**src/rtl/pipe_hazard_ctrl_pkg.sv**
```systemverilog
// Shared RV32I pipeline definitions: opcodes, NOP encoding, hazard FSM states
// and the per-stage control bundle driven by the hazard sequencer.
package rv_pipe_pkg;

  localparam logic [6:0] LOAD   = 7'b0000011;
  localparam logic [6:0] STORE  = 7'b0100011;
  localparam logic [6:0] BRANCH = 7'b1100011;
  localparam logic [6:0] JAL    = 7'b1101111;
  localparam logic [6:0] JALR   = 7'b1100111;
  localparam logic [6:0] LUI    = 7'b0110111;
  localparam logic [6:0] AUIPC  = 7'b0010111;
  localparam logic [6:0] OP     = 7'b0110011;
  localparam logic [6:0] OP_IMM = 7'b0010011;

  localparam logic [31:0] NOP = 32'h00000013;

  typedef enum logic {
    RUN      = 1'b0,
    MEM_WAIT = 1'b1
  } state_e;

  typedef struct packed {
    logic       uses_rs1;
    logic       uses_rs2;
    logic [4:0] rs1;
    logic [4:0] rs2;
    logic [4:0] rd;
  } src_info_t;

  typedef struct packed {
    logic pc_we;
    logic d_we;
    logic x_we;
    logic m_we;
    logic d_nop;
    logic x_nop;
    logic w_nop;
  } ctl_t;

  // Control patterns, fields ordered pc/d/x/m write enables then d/x/w nops.
  localparam ctl_t CTL_RESET  = 7'b0000_111;
  localparam ctl_t CTL_FREEZE = 7'b0000_001;
  localparam ctl_t CTL_RUN    = 7'b1111_000;
  localparam ctl_t CTL_FLUSH  = 7'b1111_110;
  localparam ctl_t CTL_BUBBLE = 7'b0011_010;
  localparam ctl_t CTL_DROP   = 7'b1111_001;

  function automatic logic is_mem_op(input logic [6:0] opcode);
    return (opcode == LOAD) || (opcode == STORE);
  endfunction

endpackage

```
**src/rtl/pipe_hazard_ctrl_if.sv**
```systemverilog
// Pipeline-side bundle of the hazard controller: stage instructions and
// memory handshake in, stage enables / NOP strobes / counters out.
interface pipe_hazard_ctrl_if #(
  parameter int CNT_W = 16
);
  logic [31:0]      insd;
  logic [31:0]      insx;
  logic [31:0]      insm;
  logic             br_taken;
  logic             mem_ack;
  logic             pc_we;
  logic             d_we;
  logic             x_we;
  logic             m_we;
  logic             d_nop;
  logic             x_nop;
  logic             w_nop;
  logic             mem_req;
  logic             mem_timeout;
  logic [CNT_W-1:0] stall_cnt;
  logic [CNT_W-1:0] flush_cnt;

  modport master (
    output insd, insx, insm, br_taken, mem_ack,
    input  pc_we, d_we, x_we, m_we, d_nop, x_nop, w_nop,
    input  mem_req, mem_timeout, stall_cnt, flush_cnt
  );

  modport slave (
    input  insd, insx, insm, br_taken, mem_ack,
    output pc_we, d_we, x_we, m_we, d_nop, x_nop, w_nop,
    output mem_req, mem_timeout, stall_cnt, flush_cnt
  );
endinterface

```
**src/rtl/pipe_hazard_ctrl_src_decode.sv**
```systemverilog
// Register-operand decode of one RV32I instruction: which sources are read,
// and the rs1/rs2/rd fields.
module hz_src_decode
  import rv_pipe_pkg::*;
(
  input  logic [31:0] insn_i,
  output src_info_t   info_o
);

  logic [6:0] opcode;
  logic       unused_fields;

  assign opcode        = insn_i[6:0];
  assign unused_fields = ^{insn_i[31:25], insn_i[14:12]};

  // NOTE: every always_comb output is assigned on all paths, so no latch is inferred.
  always_comb begin
    info_o.uses_rs1 = !((opcode == LUI) || (opcode == AUIPC) || (opcode == JAL));
    info_o.uses_rs2 = (opcode == OP) || (opcode == STORE) || (opcode == BRANCH);
    info_o.rs1      = insn_i[19:15];
    info_o.rs2      = insn_i[24:20];
    info_o.rd       = insn_i[11:7];
  end

endmodule

```
**src/rtl/pipe_hazard_ctrl.sv**
```systemverilog
// Stall/flush sequencer for the 5-stage RV32I pipe: load-use bubbles,
// redirect flushes, memory-wait freeze with timeout, and perf counters.
module pipe_hazard_ctrl
  import rv_pipe_pkg::*;
#(
  parameter int CNT_W   = 16,
  parameter int TIMEOUT = 255,
  parameter int TO_W    = 8
) (
  input  logic              clk,
  input  logic              rest,
  pipe_hazard_ctrl_if.slave bus
);

  localparam logic [TO_W-1:0] TIMEOUT_V = TO_W'(TIMEOUT);

  src_info_t d_info;
  src_info_t x_info;

  state_e           state_q, state_d;
  logic [TO_W-1:0]  timer_q, timer_d;
  logic [CNT_W-1:0] stall_cnt_q;
  logic [CNT_W-1:0] flush_cnt_q;
  logic             mem_timeout_q;

  ctl_t ctl;
  logic mem_req;
  logic load_use;
  logic flush_evt;
  logic timeout_evt;
  logic unused_bits;

  hz_src_decode u_dec_d (
    .insn_i (bus.insd),
    .info_o (d_info)
  );

  hz_src_decode u_dec_x (
    .insn_i (bus.insx),
    .info_o (x_info)
  );

  assign unused_bits = ^{bus.insm[31:7], x_info.uses_rs1, x_info.uses_rs2,
                         x_info.rs1, x_info.rs2};

  assign load_use = (bus.insx[6:0] == LOAD) && (x_info.rd != 5'd0) &&
                    ((d_info.uses_rs1 && (d_info.rs1 == x_info.rd)) ||
                     (d_info.uses_rs2 && (d_info.rs2 == x_info.rd)));

  always_comb begin
    state_d     = state_q;
    timer_d     = timer_q;
    ctl         = CTL_RUN;
    mem_req     = 1'b0;
    flush_evt   = 1'b0;
    timeout_evt = 1'b0;
    if (!rest) begin
      // Outputs follow reset combinationally; the FSM is cleared at the edge.
      ctl = CTL_RESET;
    end else begin
      unique case (state_q)
        RUN: begin
          mem_req = is_mem_op(bus.insm[6:0]);
          if (mem_req && !bus.mem_ack) begin
            ctl     = CTL_FREEZE;
            state_d = MEM_WAIT;
            timer_d = TO_W'(1);
          end else if (bus.br_taken) begin
            ctl       = CTL_FLUSH;
            flush_evt = 1'b1;
          end else if (load_use) begin
            ctl = CTL_BUBBLE;
          end
        end
        MEM_WAIT: begin
          mem_req = 1'b1;
          if (bus.mem_ack) begin
            ctl     = CTL_RUN;
            state_d = RUN;
            timer_d = '0;
          end else if (timer_q == TIMEOUT_V) begin
            ctl         = CTL_DROP;
            state_d     = RUN;
            timer_d     = '0;
            timeout_evt = 1'b1;
          end else begin
            ctl     = CTL_FREEZE;
            timer_d = timer_q + TO_W'(1);
          end
        end
        default: state_d = RUN;
      endcase
    end
  end

  // NOTE: sequential state uses non-blocking assignments so all registers update from pre-edge values.
  always_ff @(posedge clk) begin
    if (!rest) begin
      state_q       <= RUN;
      timer_q       <= '0;
      stall_cnt_q   <= '0;
      flush_cnt_q   <= '0;
      mem_timeout_q <= 1'b0;
    end else begin
      state_q <= state_d;
      timer_q <= timer_d;
      if (!ctl.pc_we && (stall_cnt_q != '1)) begin
        stall_cnt_q <= stall_cnt_q + CNT_W'(1);
      end
      if (flush_evt && (flush_cnt_q != '1)) begin
        flush_cnt_q <= flush_cnt_q + CNT_W'(1);
      end
      if (timeout_evt) begin
        mem_timeout_q <= 1'b1;
      end
    end
  end

  assign bus.pc_we       = ctl.pc_we;
  assign bus.d_we        = ctl.d_we;
  assign bus.x_we        = ctl.x_we;
  assign bus.m_we        = ctl.m_we;
  assign bus.d_nop       = ctl.d_nop;
  assign bus.x_nop       = ctl.x_nop;
  assign bus.w_nop       = ctl.w_nop;
  assign bus.mem_req     = mem_req;
  assign bus.mem_timeout = mem_timeout_q;
  assign bus.stall_cnt   = stall_cnt_q;
  assign bus.flush_cnt   = flush_cnt_q;

endmodule

```
**src/flat_wrapper.sv**
```systemverilog
// flat-port wrapper written by rule: the top's interface ports become plain ports
module pipe_hazard_ctrl_flat import rv_pipe_pkg::*;
#(
  parameter int CNT_W   = 16,
  parameter int TIMEOUT = 255,
  parameter int TO_W    = 8
)
  (clk, rest, bus_insd, bus_insx, bus_insm, bus_br_taken, bus_mem_ack, bus_pc_we, bus_d_we, bus_x_we, bus_m_we, bus_d_nop, bus_x_nop, bus_w_nop, bus_mem_req, bus_mem_timeout, bus_stall_cnt, bus_flush_cnt);
  pipe_hazard_ctrl_if #(.CNT_W(CNT_W)) bus_i ();
  input  logic clk;
  input  logic rest;
  input wire logic [$bits(bus_i.insd)-1:0] bus_insd;
  input wire logic [$bits(bus_i.insx)-1:0] bus_insx;
  input wire logic [$bits(bus_i.insm)-1:0] bus_insm;
  input wire logic [$bits(bus_i.br_taken)-1:0] bus_br_taken;
  input wire logic [$bits(bus_i.mem_ack)-1:0] bus_mem_ack;
  output wire logic [$bits(bus_i.pc_we)-1:0] bus_pc_we;
  output wire logic [$bits(bus_i.d_we)-1:0] bus_d_we;
  output wire logic [$bits(bus_i.x_we)-1:0] bus_x_we;
  output wire logic [$bits(bus_i.m_we)-1:0] bus_m_we;
  output wire logic [$bits(bus_i.d_nop)-1:0] bus_d_nop;
  output wire logic [$bits(bus_i.x_nop)-1:0] bus_x_nop;
  output wire logic [$bits(bus_i.w_nop)-1:0] bus_w_nop;
  output wire logic [$bits(bus_i.mem_req)-1:0] bus_mem_req;
  output wire logic [$bits(bus_i.mem_timeout)-1:0] bus_mem_timeout;
  output wire logic [$bits(bus_i.stall_cnt)-1:0] bus_stall_cnt;
  output wire logic [$bits(bus_i.flush_cnt)-1:0] bus_flush_cnt;
  assign bus_i.insd = bus_insd;
  assign bus_i.insx = bus_insx;
  assign bus_i.insm = bus_insm;
  assign bus_i.br_taken = bus_br_taken;
  assign bus_i.mem_ack = bus_mem_ack;
  assign bus_pc_we = bus_i.pc_we;
  assign bus_d_we = bus_i.d_we;
  assign bus_x_we = bus_i.x_we;
  assign bus_m_we = bus_i.m_we;
  assign bus_d_nop = bus_i.d_nop;
  assign bus_x_nop = bus_i.x_nop;
  assign bus_w_nop = bus_i.w_nop;
  assign bus_mem_req = bus_i.mem_req;
  assign bus_mem_timeout = bus_i.mem_timeout;
  assign bus_stall_cnt = bus_i.stall_cnt;
  assign bus_flush_cnt = bus_i.flush_cnt;
  pipe_hazard_ctrl #(.CNT_W(CNT_W), .TIMEOUT(TIMEOUT), .TO_W(TO_W)) u_core (.clk(clk), .rest(rest), .bus(bus_i));
endmodule
```
**config.mk**
```make
export PLATFORM = sky130hd
export DESIGN_NAME = pipe_hazard_ctrl_flat
export DESIGN_NICKNAME = d
export VERILOG_FILES = /design/src/rtl/pipe_hazard_ctrl_pkg.sv /design/src/rtl/pipe_hazard_ctrl_if.sv /design/src/rtl/pipe_hazard_ctrl_src_decode.sv /design/src/rtl/pipe_hazard_ctrl.sv /design/src/flat_wrapper.sv
export SDC_FILE = /design/constraint.sdc
export NUM_CORES = 1
export LEC_CHECK = 0
export ABC_CLOCK_PERIOD_IN_PS = 2700
export CORE_ASPECT_RATIO = 2
export CORE_UTILIZATION = 55
export DETAILED_ROUTE_END_ITERATION = 10
export DONT_BUFFER_PORTS = 1
export PLACE_DENSITY = 0.7
export SYNTH_ARGS = -nofsm -noshare
export SYNTH_HDL_FRONTEND = slang
export SYNTH_HIERARCHICAL = 1
export SYNTH_SLANG_ARGS = --single-unit
```
**constraint.sdc**
```tcl
create_clock -name clk -period 2.7 [get_ports clk]
set_input_delay 0.27 -clock clk [delete_from_list [all_inputs] [get_ports clk]]
set_output_delay 0.27 -clock clk [all_outputs]
set_load 0.005 [all_outputs]
```
==> results.md <==
- The flow ran to the end, and the final reports show no timing, DRC or antenna violations.
- The number of vias per cell is 6.50.
- The tool flagged a number of max-cap violations equal to 0.
- The post-synth net total is 396.
- The layout has 398 filler cells.
- The detailed router finished its first iteration with 49 violations.
- The clock network latency to the later pin of the worst-skew pair is 0.30 ns.
- The die covers 4650 um2.
- The remaining antenna violation count is 0.
- For the pin with the worst max-slew slack, the measured transition is 0.611 ns.
- The power density of the placed cells is 537 nW/um2.
- The post-detailed-placement half-perimeter wirelength is 3950 um.
- The starting density of the core is 58.2%.
- Derived from the worst setup path, the maximum achievable clock frequency is 0.403 GHz.
- The pre-CTS setup slack is 0.458 ns.
- In this run the cell area measured after placement is 2320 um2.
- The startpoint of the worst-slack reg-to-reg timing path is u_core/bus.flush_cnt[0].
- The first global-routing pass estimated 8690 um of wire.
- The overall routed net length is 5390 um.
- The H-tree was split into 2 levels.
- The count of pins over their slew limit is 0.
- Setup repair after global routing left no endpoint under its margin.
- The DRC violation count after routing is 0.
- The largest driver fanout on the critical path is 32.
- The number of buffers on the longest clock path is 2.
- The die height is 95.5 um.
- The number of hold violations in the final report came to 0.
- The shortest clock period the worst path allows after layout is 2.48 ns.
- The clock root buffer is sky130_fd_sc_hd__clkbuf_8.
- The floorplan has 33 rows.
- The worst setup path is captured at an output pin.
- In the final layout, the share of cells above drive strength 1 is 7.64%.
- The post-route setup TNS is 0 ns.
- The final weighted congestion in routability-driven placement is 0.726.
- The end point of the critical path is bus_pc_we.
- Entering global routing, the biggest net connects 34 pins.
- The required time of the critical path is 2.43 ns.
- The number of warnings reported in the yosys synthesis log is 6.
- The number of sinks handled by clock tree synthesis is 42.
- The post-synthesis cell area is 2400 um2.
- The clock arrives with 0.00512 ns of skew.
- The setup violation total in the final timing report is 0.
- The TritonCTS clock tree is built.
- Summed over all layers, the global routing overflow is 0.
- The arrival time of data at the critical path endpoint is 2.21 ns.
- For the worst flop-to-flop path, the logic depth is 7.
- Setup slack on the worst reg-to-reg path comes out at 0.51 ns.
- The number of placed I/O pins is 141.
- Across the VDD grid, the largest voltage drop is 0.430 mV.
- The mean area per synthesized cell is 8.20 um2.
- The cell count after synthesis came out at 293.
- The signed area change from the synthesized netlist to the final layout is 2.76%.
- After detailed routing, the average wire length per cell comes to 16.5 um.
- The cell leakage power is 0.000815 uW.
- The critical path starts at u_core/timer_q[0].
- The net count of the finished layout is 377.
- Once routing completed, OpenROAD measured the worst setup slack at 0.221 ns.
- In the layout the commonest cells are sky130_fd_sc_hd__dfxtp_1, sky130_fd_sc_hd__nor2_1, sky130_fd_sc_hd__nand2_1.
- The number of global-route vias before repair was 2014.
- The final route contains 2124 vias.
- The number of inserted diodes is 0.
- By startpoint and endpoint, the worst setup path is classified as reg2out.
- Global routing consumed, over all layers together, 24.3% of the routing resources.
- The post-CTS setup-driven buffer insertion count is 0.
- The core box area is 4130 um2.
- The TritonCTS buffer count is 5.
- For this run, the share of the core covered by cells in the final layout is 59.8%.
- The width of the die is 48.7 um.
- The initial antenna violation count was 0.
- Clock-pin slew was measured on the worst setup and hold paths at 0.08 ns.
- With fillers left out, the area of the finished cells amounts to 2470 um2.
- Port buffering added 0 buffers.
- The most common library cell in the layout ignoring fill and taps is sky130_fd_sc_hd__dfxtp_1.
- The share of the cycle needed by the critical path after routing is 91.8%.
- The tightest slew margin relative to the limit is 58.9%.
- The worst register-to-register path ends at u_core/bus.flush_cnt[6].
- The worst setup path is launched from a flip-flop.
- The tightest min-delay check is of the in2reg type.
- The first detailed-routing pass took 4 iterations.
[metal layers]
layer / up-vias / wire length [um] / GRT usage (%)
met5: - / 0 / 0
met4: 0 / 114 / 12.3
met3: 10 / 300 / 5.10
met2: 75 / 3040 / 48.7
met1: 1017 / 1930 / 22.2
li1: 1022 / - / -
[critical path, cell delays in order (launching register included)]
cell	delay, ns
sky130_fd_sc_hd__dfxtp_1	0.40
sky130_fd_sc_hd__ha_1	0.19
sky130_fd_sc_hd__nand3_1	0.17
sky130_fd_sc_hd__nor3_1	0.33
sky130_fd_sc_hd__nor3_2	0.11
sky130_fd_sc_hd__a311oi_4	0.29
sky130_fd_sc_hd__buf_6	0.26
sky130_fd_sc_hd__buf_4	0.16
[final cells by class]
cell class / instances / area, um2 / area share (%)
multi-input combinational: 216 / 1360 / 55.2
sequential: 42 / 841 / 34.1
clock buffer: 6 / 82.6 / 3.35
tap: 52 / 65.1 / 2.64
clock inverter: 2 / 60.1 / 2.43
timing repair buffer: 5 / 41.3 / 1.67
inverter: 4 / 15.0 / 0.608
[report_power, final]
part | leakage, uW | switching [uW] | internal [uW]
clock | 0.0000714 | 223 | 394
combinational | 0.000404 | 39.2 | 31.6
sequential | 0.000339 | 11.2 | 625
[worst min-delay path by stage]
stage / end / slack (ns) / from / depth (start not counted)
finish: u_core/state_q / 0.04 / bus_mem_ack / 1
global route: u_core/state_q / 0.04 / bus_mem_ack / 1
CTS: u_core/state_q / 0.03 / bus_mem_ack / 1
detailed placement: u_core/state_q / 0.35 / bus_mem_ack / 1
global placement: u_core/state_q / 0.35 / bus_mem_ack / 1
floorplan: u_core/state_q / 0.35 / bus_mem_ack / 1
[per-stage QoR]
stage	power, uW	hold slack [ns]	cells
6_report	1320	0.0398	327
5_1_grt	1370	0.0393	327
4_1_cts	1330	0.0343	327
3_5_place_dp	722	0.353	319
3_3_place_gp	721	0.350	319
2_1_floorplan	730	0.349	293
[repair_timing]
item                       CTS  global route
setup endpoints to repair    0             1
hold endpoints to repair     0             0
resized for setup            0             1
hold buffers                 0             0
[flip-flops by register name, summed over array words and instances, names as in the netlist]
register and count:
u_core/state_q 1, u_core/timer_q 8, u_core/bus.flush_cnt 16, u_core/bus.stall_cnt 16, u_core/bus.mem_timeout 1
No activity file was read; power rests on OpenSTA's default activity.
